File: config.mk
export PLATFORM = sky130hd
export DESIGN_NAME = exc_commit
export DESIGN_NICKNAME = d
export VERILOG_FILES = /design/src/rtl/exc_commit_pkg.sv /design/src/rtl/exc_commit_prio.sv /design/src/rtl/exc_commit.sv
export SDC_FILE = /design/constraint.sdc
export NUM_CORES = 1
export LEC_CHECK = 0
export ABC_AREA = 1
export CAP_MARGIN = 20
export CORE_ASPECT_RATIO = 1.4
export CORE_MARGIN = 3
export CORE_UTILIZATION = 31
export CTS_BUF_LIST = sky130_fd_sc_hd__clkbuf_4 sky130_fd_sc_hd__clkbuf_8 sky130_fd_sc_hd__clkbuf_16
export CTS_CLUSTER_DIAMETER = 60
export CTS_CLUSTER_SIZE = 10
export DETAILED_ROUTE_END_ITERATION = 6
export MAX_ROUTING_LAYER = met4
export PLACE_DENSITY = 0.87
export SYNTH_ARGS = -nofsm -noshare
export SYNTH_HDL_FRONTEND = slang
export SYNTH_SLANG_ARGS = --single-unit
File: constraint.sdc
create_clock -name clk -period 1.7 [get_ports clk]
set_clock_uncertainty 0.2 [all_clocks]
set_input_delay 0.34 -clock clk [delete_from_list [all_inputs] [get_ports clk]]
set_output_delay 0.34 -clock clk [all_outputs]
set_load 0.01 [all_outputs]
File: src/rtl/exc_commit_pkg.sv
// Shared constants for the commit-point exception controller: ExcCodes, m_exc bit
// positions, the Status.Bev index, FSM states and the priority-encoder result record.
package exc_commit_pkg;

  localparam logic [4:0] EXC_INT  = 5'h00;
  localparam logic [4:0] EXC_ADEL = 5'h04;
  localparam logic [4:0] EXC_ADES = 5'h05;
  localparam logic [4:0] EXC_SYS  = 5'h08;
  localparam logic [4:0] EXC_BP   = 5'h09;
  localparam logic [4:0] EXC_RI   = 5'h0a;
  localparam logic [4:0] EXC_OV   = 5'h0c;

  // m_exc = {ades, adel_ld, brk, sys, ov, ri, adel_if}
  localparam int MEXC_ADEL_IF = 0;
  localparam int MEXC_RI      = 1;
  localparam int MEXC_OV      = 2;
  localparam int MEXC_SYS     = 3;
  localparam int MEXC_BRK     = 4;
  localparam int MEXC_ADEL_LD = 5;
  localparam int MEXC_ADES    = 6;

  localparam int STATUS_BEV = 22;

  typedef enum logic [1:0] {
    ST_IDLE  = 2'd0,
    ST_DRAIN = 2'd1,
    ST_REDIR = 2'd2
  } state_e;

  typedef struct packed {
    logic       hit;
    logic [4:0] excode;
    logic       is_eret;
    logic       is_addr_if;
    logic       is_addr_data;
  } prio_t;

  function automatic logic [31:0] epc_of(input logic [31:0] pc, input logic bd);
    return bd ? (pc - 32'd4) : pc;
  endfunction

endpackage

File: src/rtl/exc_commit_prio.sv
// Combinational cause selector: picks the single highest-priority cause among the
// interrupt, the per-stage exception flags and ERET.
module exc_commit_prio
  import exc_commit_pkg::*;
(
  input  logic       int_req,
  input  logic [6:0] m_exc,
  input  logic       m_eret,
  output prio_t      prio_o
);

  always_comb begin
    prio_o = '0;
    if (int_req) begin
      prio_o.hit    = 1'b1;
      prio_o.excode = EXC_INT;
    end else if (m_exc[MEXC_ADEL_IF]) begin
      prio_o.hit        = 1'b1;
      prio_o.excode     = EXC_ADEL;
      prio_o.is_addr_if = 1'b1;
    end else if (m_exc[MEXC_RI]) begin
      prio_o.hit    = 1'b1;
      prio_o.excode = EXC_RI;
    end else if (m_exc[MEXC_OV]) begin
      prio_o.hit    = 1'b1;
      prio_o.excode = EXC_OV;
    end else if (m_exc[MEXC_SYS]) begin
      prio_o.hit    = 1'b1;
      prio_o.excode = EXC_SYS;
    end else if (m_exc[MEXC_BRK]) begin
      prio_o.hit    = 1'b1;
      prio_o.excode = EXC_BP;
    end else if (m_exc[MEXC_ADEL_LD]) begin
      prio_o.hit          = 1'b1;
      prio_o.excode       = EXC_ADEL;
      prio_o.is_addr_data = 1'b1;
    end else if (m_exc[MEXC_ADES]) begin
      prio_o.hit          = 1'b1;
      prio_o.excode       = EXC_ADES;
      prio_o.is_addr_data = 1'b1;
    end else if (m_eret) begin
      // ERET only wins when nothing else is pending; its ExcCode field stays 0.
      prio_o.hit     = 1'b1;
      prio_o.is_eret = 1'b1;
    end
  end

endmodule

File: src/rtl/exc_commit.sv
// Commit-point exception/interrupt controller: strobes CP0, flushes the pipeline,
// waits for the data bus to drain, then hands a held redirect PC to fetch.
module exc_commit
  import exc_commit_pkg::*;
#(
  parameter logic [31:0] VEC_BEV    = 32'hBFC00380,
  parameter logic [31:0] VEC_NORMAL = 32'h80000180
) (
  input  logic        clk,
  input  logic        reset,
  input  logic        m_valid,
  input  logic [31:0] m_pc,
  input  logic        m_bd,
  input  logic [6:0]  m_exc,
  input  logic        m_eret,
  input  logic [31:0] m_badvaddr,
  input  logic [31:0] cp0_status,
  input  logic [31:0] cp0_epc,
  input  logic        int_req,
  input  logic        mem_outstanding,
  input  logic        redirect_ready,
  output logic        exc_valid,
  output logic [4:0]  exc_excode,
  output logic        exc_bd,
  output logic [31:0] exc_epc,
  output logic [31:0] exc_badvaddr,
  output logic        exc_eret,
  output logic        flush,
  output logic        redirect_valid,
  output logic [31:0] redirect_pc
);

  state_e      state_q, state_d;
  logic [31:0] target_q, target_d;
  prio_t       prio;
  logic        event_hit;
  logic [31:0] vector;

  logic unused_status;
  assign unused_status = ^{cp0_status[31:STATUS_BEV+1], cp0_status[STATUS_BEV-1:0]};

  exc_commit_prio u_prio (
    .int_req (int_req),
    .m_exc   (m_exc),
    .m_eret  (m_eret),
    .prio_o  (prio)
  );

  assign event_hit = m_valid && prio.hit;
  assign vector    = cp0_status[STATUS_BEV] ? VEC_BEV : VEC_NORMAL;

  always_comb begin
    state_d        = state_q;
    target_d       = target_q;
    exc_valid      = 1'b0;
    exc_excode     = 5'd0;
    exc_bd         = 1'b0;
    exc_epc        = 32'd0;
    exc_badvaddr   = 32'd0;
    exc_eret       = 1'b0;
    flush          = 1'b0;
    redirect_valid = 1'b0;
    redirect_pc    = 32'd0;

    case (state_q)
      ST_IDLE: begin
        if (event_hit) begin
          exc_valid  = 1'b1;
          flush      = 1'b1;
          exc_excode = prio.excode;
          exc_bd     = m_bd;
          exc_epc    = epc_of(m_pc, m_bd);
          exc_eret   = prio.is_eret;
          if (prio.is_addr_if) begin
            exc_badvaddr = m_pc;
          end else if (prio.is_addr_data) begin
            exc_badvaddr = m_badvaddr;
          end
          target_d = prio.is_eret ? cp0_epc : vector;
          state_d  = ST_DRAIN;
        end
      end
      ST_DRAIN: begin
        flush = 1'b1;
        if (!mem_outstanding) begin
          state_d = ST_REDIR;
        end
      end
      ST_REDIR: begin
        // target_q only changes in IDLE, so the redirect stays stable until accepted.
        flush          = 1'b1;
        redirect_valid = 1'b1;
        redirect_pc    = target_q;
        if (redirect_ready) begin
          state_d = ST_IDLE;
        end
      end
      default: begin
        state_d = ST_IDLE;
      end
    endcase
  end

  always_ff @(posedge clk) begin
    if (reset) begin
      state_q  <= ST_IDLE;
      target_q <= 32'd0;
    end else begin
      state_q  <= state_d;
      target_q <= target_d;
    end
  end

endmodule

==> flow_summary.ini, run 1 <==
[status]
status = finished, violations left
violations = setup timing

[yosys]
synthSimpleGateAreaFrac_pct = 43.0
syn_area_um2 = 3170
yosysTopAreaCell = dfxtp_1
synth_warnings = 0
muxShareOfSynthArea_pct = 0
synth_common_cells = 132 x nand2_1, 129 x nor2_1, 71 x inv_1, 38 x nand3_1, 35 x a21oi_1
synth_top_family_by_area = simple AND/OR/NAND/NOR gates
netlist-cell-type-count = 32
synth-xor-area-share_pct = 3.04
synth_compound_area_share_pct = 16.5
synth_nets = 715
async_flop_share_pct = 0
ys_seq_area_share_pct = 21.5
synth.avg_cell_area_um2 = 5.61
synth_flop_cell = dfxtp_1
synthTopCellsByArea = dfxtp_1 21%, nand2_1 16%, nor2_1 15%
synth_most_common_cell = nand2_1
synth_adder_area_share_pct = 2.37
synth_top_area_share_pct = 21.5
synthesis.instances = 566
synth_edf_count = 0
ys_ff_latch = 34

[drt]
antenna_left = 0
firstDrtPassIters = 6
drt_iter0_markers = 355
vias_per_cell = 5.62
drt_wl_total_um = 24300
vias = 6094
avgRoutedWirePerCell_um = 22.5
drc = 0

[flow_run]
drv_cap = 0

[die]
die_area_um2 = 11500
ios = 249
die_y_um = 126
initial_core_util_pct = 31.9
rows = 43
die_width_um = 91.5
core-area_um2 = 9950

[clock_tree]
htree_levels = 2
cts_buffers = 5
hold_buffers = 0
clock_path_buffers = 2
cts_sinks = 34
cts_tree = done
root_buffer = clkbuf_16
clkSlewWorstSetupHoldPaths_ns = 0.06
clock_latency_ns = 0.28

[pwr]
seqPwrFrac_pct = 20.5
p_leak_nw = 4.09
p_comb_share_pct = 50.8
p_per_area_nw_per_um2 = 480
p_sw_mw = 1.44
switching_share_pct = 33.7
max-vdd-ir-drop_v = 0.000944
p_int_mw = 2.83
total_power_mw = 4.27
p_clk_share_pct = 28.7

[sta]
grt_setup_unrepaired = true
hold_violations = 0
slew_viol_final = 0
worst_slack_ns = -0.693
fin_crit_ns = 2.39
period_share_pct = 141
fmax_mhz = 418
setup_viol = 132

[placed_design]
hpwl_um = 11300
dpl_cell_area_um2 = 6680
io_buffers = 216
place_congestion = 0.913

[grt]
gr-total-overflow = 0
grt_pass1_vias = 5858
antenna_found_initial = 0
grt_pass1_wl_um = 29500
grt_max_degree = 25
track_usage_pct = 32.9

[critical_path]
crit_buf_inv = 4
rr_endpoint = state_q[0]$_SDFFE_PP0P_
rrSetupSlack_ns = -0.37
cp.arrival_ns = 1.85
path_class = in -> out
crit_slowest_cell = dlygate4sd2_1
max_stage_delay_ns = 0.26
reg2regPathDepth = 12
reg2reg_from = state_q[0]$_SDFFE_PP0P_
end_kind = output port
critPathTopFamily = simple AND/OR/NAND/NOR gates
cp.depth = 11
crit_path_start_kind = input pin
cp_cell_sequence = dlygate4sd2_1, inv_2, nand2_4, nor3_2, buf_4, nand3_1, nor2_2, nand2_1, nand2_2, nor2_2, buf_2
timing.critical_path.mode_cell = nor2_2
crit_fanout = 3
worstPathRequired_ns = 1.16

[hold_path]
worstHoldPathCells = 2
hp-start = target_q[16]$_SDFFE_PP0P_
whs_endpoint = target_q[16]$_SDFFE_PP0P_
hold_path.class = reg -> reg

[cells_and_area]
layout.nets = 1097
diodes = 0
nFillCells = 404
drive_gt1_share_pct = 64.7
final_cell_area_um2 = 8900
area_growth_pct = 181
==> cells in the final DEF, fill, tap and decap left out, drive strengths merged <==
| master | netlist | layout |
|---|---|---|
| a211oi | 1 | 1 |
| a21oi | 35 | 35 |
| a22oi | 28 | 28 |
| buf | 21 | 312 |
| bufinv | 0 | 2 |
| clkbuf | 10 | 16 |
| clkdlybuf4s15 | 0 | 3 |
| clkdlybuf4s50 | 0 | 72 |
| conb | 1 | 1 |
| dfxtp | 34 | 34 |
| dlygate4sd2 | 0 | 9 |
| ha | 6 | 6 |
| inv | 72 | 72 |
| nand2 | 132 | 132 |
| nand3 | 40 | 40 |
| nand4 | 5 | 5 |
| nor2 | 137 | 137 |
| nor3 | 7 | 7 |
| nor4 | 1 | 1 |
| o211ai | 1 | 1 |
| o21ai | 19 | 19 |
| o21bai | 2 | 2 |
| or2 | 3 | 3 |
| xnor2 | 4 | 4 |
| xor2 | 7 | 7 |
==> routing by layer <==
metal / GRT usage [%] / vias to the layer above / share of wire, %
li1: - / 2568 / -
met1: 29.6 / 2796 / 30
met2: 62.8 / 503 / 52
met3: 5.73 / 227 / 8.2
met4: 19.5 / 0 / 10
met5: - / - / 0
==> registers in the layout, indices dropped and copies added, names as in the netlist <==
register  cells
state_q       2
target_q     32
==> metrics by stage <==
step / util [%] / TNS, ns / hold WS [ns] / worst slack (ns) / instances
floorplan: - / -3.03 / 0.209 / -0.107 / 566
global placement: 67.1 / -115.29 / 0.252 / -1.33 / 991
detailed placement: 67.1 / -118.82 / 0.257 / -1.41 / 991
CTS: 80.8 / -40.51 / 0.265 / -0.588 / 1063
global route: 89.5 / -55.90 / 0.290 / -0.755 / 1084
finish: 89.5 / -50.95 / 0.280 / -0.693 / 1084
==> cell families after synthesis <==
logic type      after synthesis
compound gates               86
xor+xnor                     11
fa+ha+maj                     6
buf+inv                     103
flops                        34
other cells                   1
simple gates                325
==> how the worst max path moves through the flow <==
stage,startpoint,end,slack (ns)
final,m_pc[26],exc_epc[31],-0.69
after global routing,m_pc[26],exc_epc[31],-0.75
after CTS,m_pc[3],exc_epc[28],-0.59
after detailed placement,m_pc[2],exc_epc[10],-1.41
after global placement,m_pc[2],exc_epc[22],-1.33
after floorplan,m_pc[3],exc_epc[10],-0.11
==> cell type report <==
class / count / area [µm²] / area share, %
clock buffer: 6 / 139 / 1.56
clock inverter: 2 / 60.1 / 0.674
inverter: 72 / 303 / 3.40
multi-input combinational: 429 / 3430 / 38.5
sequential: 34 / 683 / 7.67
tap: 135 / 169 / 1.90
timing repair buffer: 406 / 4120 / 46.3
==> repair_timing <==
| action | in CTS | in global routing |
|---|---|---|
| gates cloned | 10 | 1 |
| setup endpoints to repair | 139 | 139 |
| gates resized for setup | 799 | 226 |
| setup buffers | 59 | 30 |
| pin swaps | 106 | 85 |
==> power by group through the flow <==
stage / clock network (mW) / registers, mW / logic [mW]
after floorplan: 0 / 0.866 / 0.610
after global placement: 0 / 0.867 / 1.37
after detailed placement: 0 / 0.867 / 1.39
after CTS: 1.23 / 0.857 / 1.79
after global routing: 1.27 / 0.876 / 2.24
final: 1.23 / 0.874 / 2.17
==> worst reg2reg max path, stage by stage (launching register included) <==
cell     delay (ns)
dfxtp_2        0.34
inv_2          0.06
buf_4          0.13
buf_6          0.11
ha_4           0.18
buf_6          0.14
buf_16         0.13
buf_4          0.13
buf_6          0.10
a22oi_2        0.16
nand2_1        0.11
nand2_1        0.08
a21oi_1        0.06
Power figures use the tool's default switching activity.
==> run 2: changes to the inputs <==
- GPL_ROUTABILITY_DRIVEN: default -> 0
==> results of run 2 <==
No change in the layout: final DEF, timing and power equal those of run 1.
==> run 3: changes to the inputs <==
--- a/config.mk
+++ b/config.mk
@@ -16,5 +16,4 @@
 export DETAILED_ROUTE_END_ITERATION = 6
 export GPL_ROUTABILITY_DRIVEN = 0
-export MAX_ROUTING_LAYER = met4
 export PLACE_DENSITY = 0.87
 export SYNTH_ARGS = -nofsm -noshare
==> constraint.sdc (replaced) <==
create_clock -name clk -period 2.15 [get_ports clk]
set_clock_uncertainty 0.2 [all_clocks]
set_input_delay 0.5375 -clock clk [delete_from_list [all_inputs] [get_ports clk]]
set_output_delay 0.5375 -clock clk [all_outputs]
set_load 0.01 [all_outputs]
==> run 3 against run 2 <==
Clock-buffer cell count is 1 higher. Total power down 29%. Sequential cell count did not move. The run still ends with setup timing left. First-iteration DRC count grew 0.56%. Core utilization decreased by 7.9 points. Critical path depth fell by 1. Register-to-register slack better by 0.52 ns. Non-clock buffer count shrank 9. Wire length is 10% lower.
==> flow_summary.ini, run 3 (synthesis gave the netlist of run 1 again) <==
[cells_and_area]
drive_gt1_share_pct = 57.4
largest_register_ffs = 32
final_cell_mix = 120 x buf_4, 92 x buf_6, 83 x nand2_1
finish.utilization_pct = 81.6
diodes = 0
mostFrequentLayoutCell = buf_4
regMostFlops = target_q
layout.nets = 1088
area_growth_pct = 156
final_cell_area_um2 = 8120
reg_top3 = target_q: 32 flops, state_q: 2 flops

[clock_tree]
clkSlewWorstSetupHoldPaths_ns = 0.05
root_buffer = clkbuf_16
clock_path_buffers = 2
cts_tree = done
cts_sinks = 34
cts_buffers = 5
clock_latency_ns = 0.27
htree_levels = 2
hold_buffers = 0

[critical_path]
path_class = in -> out
max_stage_delay_ns = 0.26
crit_fanout = 3
worstPathRequired_ns = 1.41
crit_path_start_kind = input pin
cp.arrival_ns = 2.17
critPathTopFamily = simple AND/OR/NAND/NOR gates
crit_slowest_cell = nor2_4
cp_cell_sequence = clkdlybuf4s15_2, nor2_4, nand3_4, nor2_4, buf_6, nand4_1, nand2_1, nand2_2, nor2_2, buf_2
end_kind = output port
timing.critical_path.mode_cell = nor2_4
crit_buf_inv = 3

[pwr]
total_power_mw = 3.04
max-vdd-ir-drop_v = 0.000470
p_leak_nw = 3.82
p_per_area_nw_per_um2 = 375

[hold_path]
hold_path.class = reg -> reg

[drt]
avgRoutedWirePerCell_um = 20.3
firstDrtPassIters = 5
antenna_left = 0
drc = 0
vias_per_cell = 5.39
vias = 5795
drt_iter0_markers = 357
drt_wl_total_um = 21800

[die]
die_area_um2 = 11500
initial_core_util_pct = 31.9
die_y_um = 126
rows = 43
core-area_um2 = 9950
die_width_um = 91.5
ios = 249

[grt]
use_met1_pct = 28.3
grt.met3_usage_pct = 4.90
antenna_found_initial = 0
use_met2_pct = 58.5
gr-total-overflow = 0
grt_pass1_vias = 5669
track_usage_pct = 29.9
grt_busiest_layer = met2
grt_pass1_wl_um = 27900
grt_max_degree = 30

[placed_design]
dpl_cell_area_um2 = 6360
dpl_worst_slack_ns = -1.39
hpwl_um = 11000
io_buffers = 216

[sta]
hold_violations = 0
grt_setup_unrepaired = true
setup_viol = 85
setup_tns_ns = -29.68
fmax_mhz = 344
fin_crit_ns = 2.91
worst_slack_ns = -0.759
slew_viol_final = 0
period_share_pct = 135

[status]
status = finished, violations left
violations = setup timing

[flow_run]
drv_cap = 0
## run 3: changes by cell type in the layout (fill, tap and decap cells not counted), sizes merged
cell,delta
clkinv,+1
clkbuf,+3
dlygate4sd2,+1
buf,-12
inv,-1
bufinv,-1
## run 3: report_power, final
group / switching, mW / internal, mW
clock: 0.254 / 0.573
combinational: 0.745 / 0.795
sequential: 0.0181 / 0.660
## run 3: tightest hold or removal path, delay by kind of cell (launching register included)
kind | cells | cell delay (ns)
AOI/OAI and AO/OA | 1 | 0.05
and+or+nand+nor | 1 | 0.06
DFF | 1 | 0.30
## run 3: path summary, 6_finish.rpt
check | slack, ns | end | cells past startpoint | start
worst max-delay path | -0.76 | exc_epc[30] | 10 | m_pc[7]
worst min-delay path | 0.27 | target_q[3]$_SDFFE_PP0P_ | 2 | target_q[3]$_SDFFE_PP0P_
worst max register to register | 0.15 | state_q[0]$_SDFFE_PP0P_ | 11 | state_q[0]$_SDFFE_PP0P_
worst min register to register | 0.27 | target_q[3]$_SDFFE_PP0P_ | 2 | target_q[3]$_SDFFE_PP0P_
## run 3: repair_timing
action | 4_1_cts | 5_1_grt
cloned | 12 | 0
pin swaps | 85 | 86
hold endpoints to repair | 0 | 0
setup endpoints to repair | 137 | 114
setup buffers | 56 | 30
gates resized for setup | 730 | 212
## run 3: stage by stage
step                      std cells  hold slack [ns]
after floorplan                 566            0.238
after global placement          989            0.251
after detailed placement        989            0.255
after CTS                      1061            0.264
after global routing           1075            0.291
final                          1075            0.267
## run 3: area by class of cell
cell class	count	area (µm²)
clock buffers	7	140
clock inverters	1	30.0
fillers	539	1830
inverters	72	298
multi-input cells	429	3080
flip-flops and latches	34	682
well taps	135	169
repair buffers	397	3720
## run 3: routing by layer
layer	up-vias	part of all wire [%]	wire, µm
met5	-	0	0
li1	2538	-	-
met3	162	8.7	1890
met2	412	52	11300
met1	2683	30	6630
met4	0	9.1	1990
